**config.mk**
```make
export PLATFORM = sky130hd
export DESIGN_NAME = updownstream_scheduler
export DESIGN_NICKNAME = d
export VERILOG_FILES = /design/src/rtl/updownstream_scheduler.sv
export SDC_FILE = /design/constraint.sdc
export NUM_CORES = 1
export LEC_CHECK = 0
export BUFFER_PORTS_ARGS = -buffer_cell sky130_fd_sc_hd__buf_2
export CORE_MARGIN = 2
export CORE_UTILIZATION = 40
export CTS_CLUSTER_DIAMETER = 150
export DETAILED_ROUTE_END_ITERATION = 7
export PLACE_DENSITY = 0.8
export SLEW_MARGIN = 0
export SYNTH_ARGS = -nofsm -noshare
export SYNTH_HDL_FRONTEND = slang
export SYNTH_SLANG_ARGS = --single-unit
export TNS_END_PERCENT = 100
```
**constraint.sdc**
```tcl
create_clock -name clk -period 1.8 [get_ports clk]
set_input_delay 0.45 -clock clk [delete_from_list [all_inputs] [get_ports clk]]
set_output_delay 0.45 -clock clk [all_outputs]
set_load 0.01 [all_outputs]
```
**src/rtl/updownstream_scheduler.sv**
```systemverilog
// rtl/updownstream_scheduler.sv - single-grant scheduler between CPU/exchange requesters and the order processor
//
// Ports:
//   clk, HRESETn              system clock, synchronous active-low reset
//   cpu_req_*                 CPU request channel (valid/ready, new_max, client id, 32-bit amount)
//   ex_req_*                  exchange request channel (valid/ready, client id, 16-bit amount)
//   cpu_go, cpu_new_max,      stretched go strobe and latched payload, CPU channel
//   cpu_client_id, cpu_amount
//   exchange_go,              stretched go strobe and latched payload, exchange channel
//   exchange_client_id, exchange_amount
//   busy                      high while a pulse or its dead-time gap is in progress
//   cpu_grant_count,          wrapping grant counters per channel
//   ex_grant_count
module updownstream_scheduler #(
  parameter int GO_CYCLES  = 4,
  parameter int GAP_CYCLES = 4,
  parameter int MAX_WAIT   = 3
) (
  input  logic        clk,
  input  logic        HRESETn,
  input  logic        cpu_req_valid,
  output logic        cpu_req_ready,
  input  logic        cpu_req_new_max,
  input  logic [4:0]  cpu_req_client_id,
  input  logic [31:0] cpu_req_amount,
  input  logic        ex_req_valid,
  output logic        ex_req_ready,
  input  logic [4:0]  ex_req_client_id,
  input  logic [15:0] ex_req_amount,
  output logic        cpu_go,
  output logic        cpu_new_max,
  output logic [4:0]  cpu_client_id,
  output logic [31:0] cpu_amount,
  output logic        exchange_go,
  output logic [4:0]  exchange_client_id,
  output logic [15:0] exchange_amount,
  output logic        busy,
  output logic [15:0] cpu_grant_count,
  output logic [15:0] ex_grant_count
);

  typedef enum logic [1:0] {
    S_IDLE  = 2'd0,
    S_ISSUE = 2'd1,
    S_GAP   = 2'd2
  } state_t;

  // One timer serves both the go hold and the dead-time gap.
  localparam int TMAX = (GO_CYCLES > GAP_CYCLES) ? GO_CYCLES : GAP_CYCLES;
  localparam int TW   = (TMAX > 1) ? $clog2(TMAX + 1) : 1;
  localparam int WW   = (MAX_WAIT > 1) ? $clog2(MAX_WAIT + 1) : 1;

  localparam logic [TW-1:0] GO_LAST  = TW'(GO_CYCLES - 1);
  localparam logic [TW-1:0] GAP_LAST = TW'(GAP_CYCLES - 1);
  localparam logic [WW-1:0] WAIT_MAX = WW'(MAX_WAIT);

  state_t          state;
  logic [TW-1:0]   timer;
  logic [WW-1:0]   cpu_wait_cnt;

  // Exchange wins unless the CPU has already lost MAX_WAIT times in a row.
  assign ex_req_ready  = (state == S_IDLE) && ex_req_valid &&
                         !(cpu_req_valid && (cpu_wait_cnt == WAIT_MAX));
  assign cpu_req_ready = (state == S_IDLE) && cpu_req_valid && !ex_req_ready;
  assign busy          = (state != S_IDLE);

  always_ff @(posedge clk) begin
    if (!HRESETn) begin
      state              <= S_IDLE;
      timer              <= '0;
      cpu_wait_cnt       <= '0;
      cpu_go             <= 1'b0;
      cpu_new_max        <= 1'b0;
      cpu_client_id      <= '0;
      cpu_amount         <= '0;
      exchange_go        <= 1'b0;
      exchange_client_id <= '0;
      exchange_amount    <= '0;
      cpu_grant_count    <= '0;
      ex_grant_count     <= '0;
    end else begin
      case (state)
        S_IDLE: begin
          if (ex_req_ready) begin
            exchange_client_id <= ex_req_client_id;
            exchange_amount    <= ex_req_amount;
            exchange_go        <= 1'b1;
            ex_grant_count     <= ex_grant_count + 16'd1;
            // Only a CPU that is actually waiting accumulates losses.
            if (cpu_req_valid && (cpu_wait_cnt != WAIT_MAX))
              cpu_wait_cnt <= cpu_wait_cnt + WW'(1);
            timer <= '0;
            state <= S_ISSUE;
          end else if (cpu_req_ready) begin
            cpu_new_max     <= cpu_req_new_max;
            cpu_client_id   <= cpu_req_client_id;
            cpu_amount      <= cpu_req_amount;
            cpu_go          <= 1'b1;
            cpu_grant_count <= cpu_grant_count + 16'd1;
            cpu_wait_cnt    <= '0;
            timer           <= '0;
            state           <= S_ISSUE;
          end
        end

        S_ISSUE: begin
          if (timer == GO_LAST) begin
            cpu_go      <= 1'b0;
            exchange_go <= 1'b0;
            timer       <= '0;
            state       <= (GAP_CYCLES == 0) ? S_IDLE : S_GAP;
          end else begin
            timer <= timer + TW'(1);
          end
        end

        S_GAP: begin
          if (timer == GAP_LAST) begin
            timer <= '0;
            state <= S_IDLE;
          end else begin
            timer <= timer + TW'(1);
          end
        end

        default: begin
          cpu_go      <= 1'b0;
          exchange_go <= 1'b0;
          timer       <= '0;
          state       <= S_IDLE;
        end
      endcase
    end
  end

endmodule

```
==> run_results.csv, run 1 <==
group,metric,value,unit
outcome,status,"finished clean",
yosys,syn_area,0.00394,mm^2
cts,cts_tree,"built",
floorplan,core_area,0.00968,mm^2
finish,diodes,0,
placed_design,place_congestion,0.815,
placed_design,dp.cells,771,
yosys,synth_top_cell_area_share,0.508,
cts,numCtsBuffers,9,
route,drcViolationCount,0,
route,drt_iter0_drc,105,
timing,tightest_slew,392,ps
placed_design,place_worst_setup_slack,-90.9,ps
floorplan,initial_core_util,0.407,
critical_path,path_class,"reg2out",
cts,clock_sinks,100,
finish,syn_to_final_growth,35.9,%
floorplan,io-pin-count,159,
global_routing,grt_usage,0.195,
finish,fin_cells,797,
critical_path,startpoint_type,"register",
route,drtPass1Iterations,4,
route,via_per_inst,4.98,
yosys,ys.flop_type,"dfxtp_1",
timing,relSlewSlack,0.738,
route,final_antenna_net_count,0,
global_routing,grt_pass1_vias,3677,
timing,hold_viol_final,0,
pwr,cellPowerDensity,849,mW/mm^2
placed_design,dp_hpwl,7580,um
global_routing,grtUsageMet1,0.234,
route,via_count,3969,
hold_path,hp-class,"in2reg",
cts,clk_path_buf_depth,2,
yosys,synth_common_cells,"nand2_1, dfxtp_1, a21oi_1",
placed_design,placedInstanceArea,0.00496,mm^2
finish,drive_above_1_share,0.352,
cts,hold_buffers,0,
global_routing,antenna_found_initial,0,
yosys,synthTopCellsByArea,"dfxtp_1, nand2_1, a21oi_1",
cts,clk_latency,360,ps
run,max_cap_viol_count,0,
timing,tns,0,ps
timing,maxClockFrequency,567,MHz
timing,setup_ws,36.3,ps
floorplan,rows,36,
cts,cts_max_level,3,
global_routing,busiest_layer,"met2",
critical_path,endpoint_kind,"output pin",
yosys,synth_enable_flop_cells,0,
floorplan,die_y,103,um
timing,finalSetupViolations,0,
timing,rsz0062_at_grt,"yes",
global_routing,grt_start_max_net_pins,67,
cts,path_clk_slew,100,ps
floorplan,die_w,103,um
route,wirelength,10700,um
global_routing,overflow,0,
yosys,yosysWarningCount,0,
floorplan,fp.dieArea,0.0107,mm^2
placed_design,portBuffers,158,
yosys,syn_avg_cell_area,8.13,um^2
pwr,power_leakage,0.00234,uW
finish,fin_util,0.553,
global_routing,grt_first_pass_wirelength,16600,um
timing,post-route-min-period,1760,ps
critical_path,crit_arrival,1310,ps
yosys,ys_ff_latch,100,
yosys,synthCells,485,
critical_path,crit_fanout,5,
timing,maxSlewViolCount,0,
critical_path,required,1350,ps
finish,finish.instance_area,0.00536,mm^2
global_routing,grtUsageMet3,0.0719,
yosys,ys_seq_area_frac,0.508,
global_routing,use_met2,0.321,
yosys,synth.distinct_cells,38,
yosys,yosysMostFrequentCell,"nand2_1",
yosys,netlist.top_cell.by_area,"dfxtp_1",
yosys,async_flop_share,0,
timing,fin_crit_sh,0.980,
route,wl_per_cell,13.4,um
finish,nets,730,
timing,skew,9.21,ps
cts,cts-root-buf,"clkbuf_8",
pwr,ir_drop,0.458,mV
yosys,synth_nets,556,
kinds of logic after synthesis:
family,synth area share
compound gates,0.152
xor+xnor,0.0222
fa+ha+maj,0.0254
buf+inv,0.0339
flops,0.508
mux,0.00254
simple gates,0.256
power breakdown:
part	switching (uW)	internal, uW	leakage, uW
logic	394	316	0.00143
registers	62.1	2320	0.000817
clock network	773	684	0.0000918
total	1230	3320	0.00234
registers in the layout (all words and copies together), names as in the netlist:
signal              flops
cpu_go                  1
cpu_wait_cnt            2
ex_grant_count         16
cpu_new_max             1
exchange_go             1
exchange_client_id      5
cpu_client_id           5
state                   2
timer                   3
cpu_amount             32
exchange_amount        16
cpu_grant_count        16
worst paths after layout:
path | start | cells after the start | slack [ps] | endpoint
setup / recovery | state[0]$_SDFFE_PN0P_ | 6 | 40 | ex_req_ready
hold / removal | cpu_req_amount[16] | 3 | 310 | cpu_amount[16]$_SDFFE_PN0P_
setup reg to reg | cpu_grant_count[1]$_SDFFE_PN0P_ | 5 | 40 | cpu_grant_count[12]$_SDFFE_PN0P_
hold reg to reg | timer[2]$_SDFFE_PN0P_ | 2 | 430 | timer[2]$_SDFFE_PN0P_
cell usage in the layout (no fill, tap or decap), drive strengths merged:
cell type / instances
buf: 187
nand2: 139
dfxtp: 100
a21oi: 90
nand3: 14
or3: 13
o21ai: 12
nor2: 12
clkbuf: 11
nand4: 10
inv: 9
o31ai: 8
or4: 8
ha: 8
xor2: 6
and2: 6
xnor2: 4
nand2b: 4
and3: 3
clkinvlp: 3
and4: 2
or2: 2
nor3: 2
a21o: 1
nor3b: 1
mux2i: 1
nand4b: 1
a31oi: 1
a211oi: 1
a2bb2oi: 1
nor2b: 1
or4b: 1
bufinv: 1
clkinv: 1
per-layer routing:
metal  share of wire  vias up
met3           0.081       12
met1            0.40     1833
met5               0        -
li1                -     1995
met2            0.50      129
met4           0.015        0
stage by stage:
step	total power (uW)	hold slack [ps]
after floorplan	2800	407
final	4550	308
after global routing	4780	288
after CTS	4590	291
after detailed placement	3080	422
after global placement	3050	419
final cells by class:
class                      count  area (um^2)
timing repair buffer         187         1030
fill                         906         4330
multi-input combinational    352         1910
inverter                       9         38.8
clock inverter                 5         61.3
tap                          133          166
sequential                   100         2010
clock buffer                  11          141
critical path, stage by stage (launching register included):
cell and delay [ps]:
dfxtp_2 330, inv_2 70, ha_4 160, and2_4 160, nand2_4 70, inv_4 70, buf_6 100
what timing repair did:
| item | CTS | global route |
|---|---|---|
| hold endpoints to repair | 0 | 0 |
| resized for setup | 22 | 14 |
| buffers inserted | 5 | 5 |
| pin swaps | 3 | 7 |
| endpoints found under the setup margin | 18 | 15 |
Note: power is estimated with default switching activity, not from simulation.
==> inputs of run 2 (changes only) <==
BUFFER_PORTS_ARGS = -buffer_cell sky130_fd_sc_hd__buf_4   (was -buffer_cell sky130_fd_sc_hd__buf_2)
==> run 2 against run 1 <==
Effect of this change: via count is 0.93% higher; routed wire length grew 0.99%; combinational power rose by 17%; critical path depth unchanged; first-iteration DRC count is 36% higher; total power up 5.2%; setup slack lost 7.3 ps; critical path type unchanged; largest cell class unchanged.
==> run_results.csv, run 2 (same netlist as run 1, synthesis figures left out) <==
group,metric,value,unit
global_routing,grt_start_max_net_pins,44,
route,wl_per_cell,13.5,um
floorplan,rows,36,
global_routing,grt_pass1_vias,3676,
critical_path,startpoint_type,"register",
route,drtPass1Iterations,5,
cts,cts-root-buf,"clkbuf_8",
finish,diodes,0,
timing,post-route-min-period,1770,ps
route,wirelength,10800,um
cts,clk_latency,360,ps
timing,finalSetupViolations,0,
route,via_per_inst,5.01,
hold_path,holdPathStages,3,
placed_design,dp.cells,771,
cts,numCtsBuffers,9,
critical_path,crit_family,"flip-flops",
pwr,ir_drop,0.535,mV
finish,fin_cells,800,
placed_design,dp_hpwl,7800,um
cts,cts_tree,"built",
floorplan,initial_core_util,0.407,
placed_design,place_worst_setup_slack,-103,ps
hold_path,worstHoldEndpoint,"exchange_amount[8]$_SDFFE_PN0P_",
floorplan,die_w,103,um
cts,cts_max_level,3,
critical_path,required,1350,ps
pwr,power_leakage,0.00244,uW
critical_path,path_buf_inv,3,
timing,tightest_slew,399,ps
timing,maxSlewViolCount,0,
hold_path,min_from,"ex_req_amount[8]",
cts,clock_sinks,100,
timing,holdWs,324,ps
timing,maxClockFrequency,565,MHz
critical_path,slowest_stage,"dfxtp_2",
critical_path,cp_cell_sequence,"inv_2 > ha_4 > and2_4 > nand2_4 > clkinv_4 > buf_6",
finish,layout_commonest_cell,"buf_4",
cts,clk_path_buf_depth,2,
timing,tns,0,ps
floorplan,io-pin-count,159,
critical_path,path_class,"reg2out",
timing,rsz0062_at_grt,"yes",
critical_path,r2r_end,"cpu_grant_count[14]$_SDFFE_PN0P_",
timing,fin_crit_sh,0.984,
finish,largest_register,"cpu_amount",
floorplan,die_y,103,um
floorplan,core_area,0.00968,mm^2
critical_path,cp_num_cells,6,
finish,nets,733,
critical_path,regToRegStartpoint,"state[1]$_SDFFE_PN0P_",
pwr,cellPowerDensity,824,mW/mm^2
finish,largest_reg_flops,32,
timing,hold_viol_final,0,
timing,skew,13.8,ps
critical_path,rrSetupSlack,50,ps
run,max_cap_viol_count,0,
finish,drive_above_1_share,0.354,
placed_design,portBuffers,158,
critical_path,crit_arrival,1320,ps
global_routing,overflow,0,
cts,path_clk_slew,100,ps
outcome,status,"finished clean",
finish,layout_common_cells,"buf_4, nand2_1, dfxtp_1",
route,final_antenna_net_count,0,
global_routing,antenna_found_initial,0,
critical_path,crit_fanout,4,
timing,relSlewSlack,0.734,
global_routing,grt_first_pass_wirelength,16400,um
route,drcViolationCount,0,
critical_path,r2r_cells,7,
finish,syn_to_final_growth,47.3,%
critical_path,cpPeakStageDelay,350,ps
timing,setup_ws,29.0,ps
global_routing,grt_usage,0.194,
cts,hold_buffers,0,
route,drt_iter0_drc,143,
floorplan,fp.dieArea,0.0107,mm^2
placed_design,place_congestion,0.796,
route,via_count,4006,
critical_path,endpoint_kind,"output pin",
hold_path,hp-class,"in2reg",
finish,fillers,865,
## run 2: cell count changes in the layout (fill, tap and decap cells not counted), sizes merged
cell      before  now
inv            9    8
clkinv         1    4
buf          187  190
bufinv         1    2
clkinvlp       3    0
## run 2: layer usage
metal	vias up	GRT usage	wire, um
met4	0	0.0698	136
li1	1996	-	-
met2	129	0.329	5370
met5	-	0	0
met3	11	0.0773	953
met1	1870	0.222	4340
## run 2: worst max path at each step
| stage | start | end | slack [ps] |
|---|---|---|---|
| 2_1_floorplan | state[0]$_SDFFE_PN0P_ | cpu_req_ready | 20 |
| 3_3_place_gp | state[0]$_SDFFE_PN0P_ | ex_grant_count[13]$_SDFFE_PN0P_ | -9 |
| 3_5_place_dp | state[0]$_SDFFE_PN0P_ | ex_grant_count[13]$_SDFFE_PN0P_ | -100 |
| 4_1_cts | state[0]$_SDFFE_PN0P_ | cpu_req_ready | 7 |
| 5_1_grt | state[1]$_SDFFE_PN0P_ | ex_req_ready | -30 |
| 6_report | state[0]$_SDFFE_PN0P_ | cpu_req_ready | 30 |
## run 2: power by group
group	internal, uW	total [uW]	leakage [uW]	switching [uW]
Combinational	422	832	0.00151	410
Sequential	2320	2390	0.000816	62.8
Clock	816	1570	0.000113	753
## run 2: per-stage QoR
stage / power [uW] / util / cell area (um^2)
6_report: 4790 / 0.600 / 5810
5_1_grt: 5010 / 0.600 / 5810
4_1_cts: 4820 / 0.591 / 5730
3_5_place_dp: 3200 / 0.556 / 5380
3_3_place_gp: 3170 / 0.556 / 5380
2_1_floorplan: 2800 / - / 3950
## run 2: cell type report
class	instances	area, um^2	area share
inverters	9	43.8	0.00754
flip-flops and latches	100	2010	0.346
repair buffers	190	1470	0.253
clock buffers	11	141	0.0243
clock inverters	5	75.1	0.0129
well taps	133	166	0.0287
multi-input cells	352	1900	0.327
## run 2: timing repair
action | CTS | global route
buffers inserted | 7 | 6
resized for setup | 25 | 9
hold endpoints to repair | 0 | 0
pin swaps | 4 | 5
setup endpoints to repair | 26 | 14
## run 2: worst register-to-register path, delay by kind of cell (launching register included)
kind                     cells  cell delay, ps
AND/OR/NAND/NOR              3             870
flip-flops                   1             330
buffers and inverters        2             200
adder cells (fa/ha/maj)      1             160
AO/OA/AOI/OAI                1             140
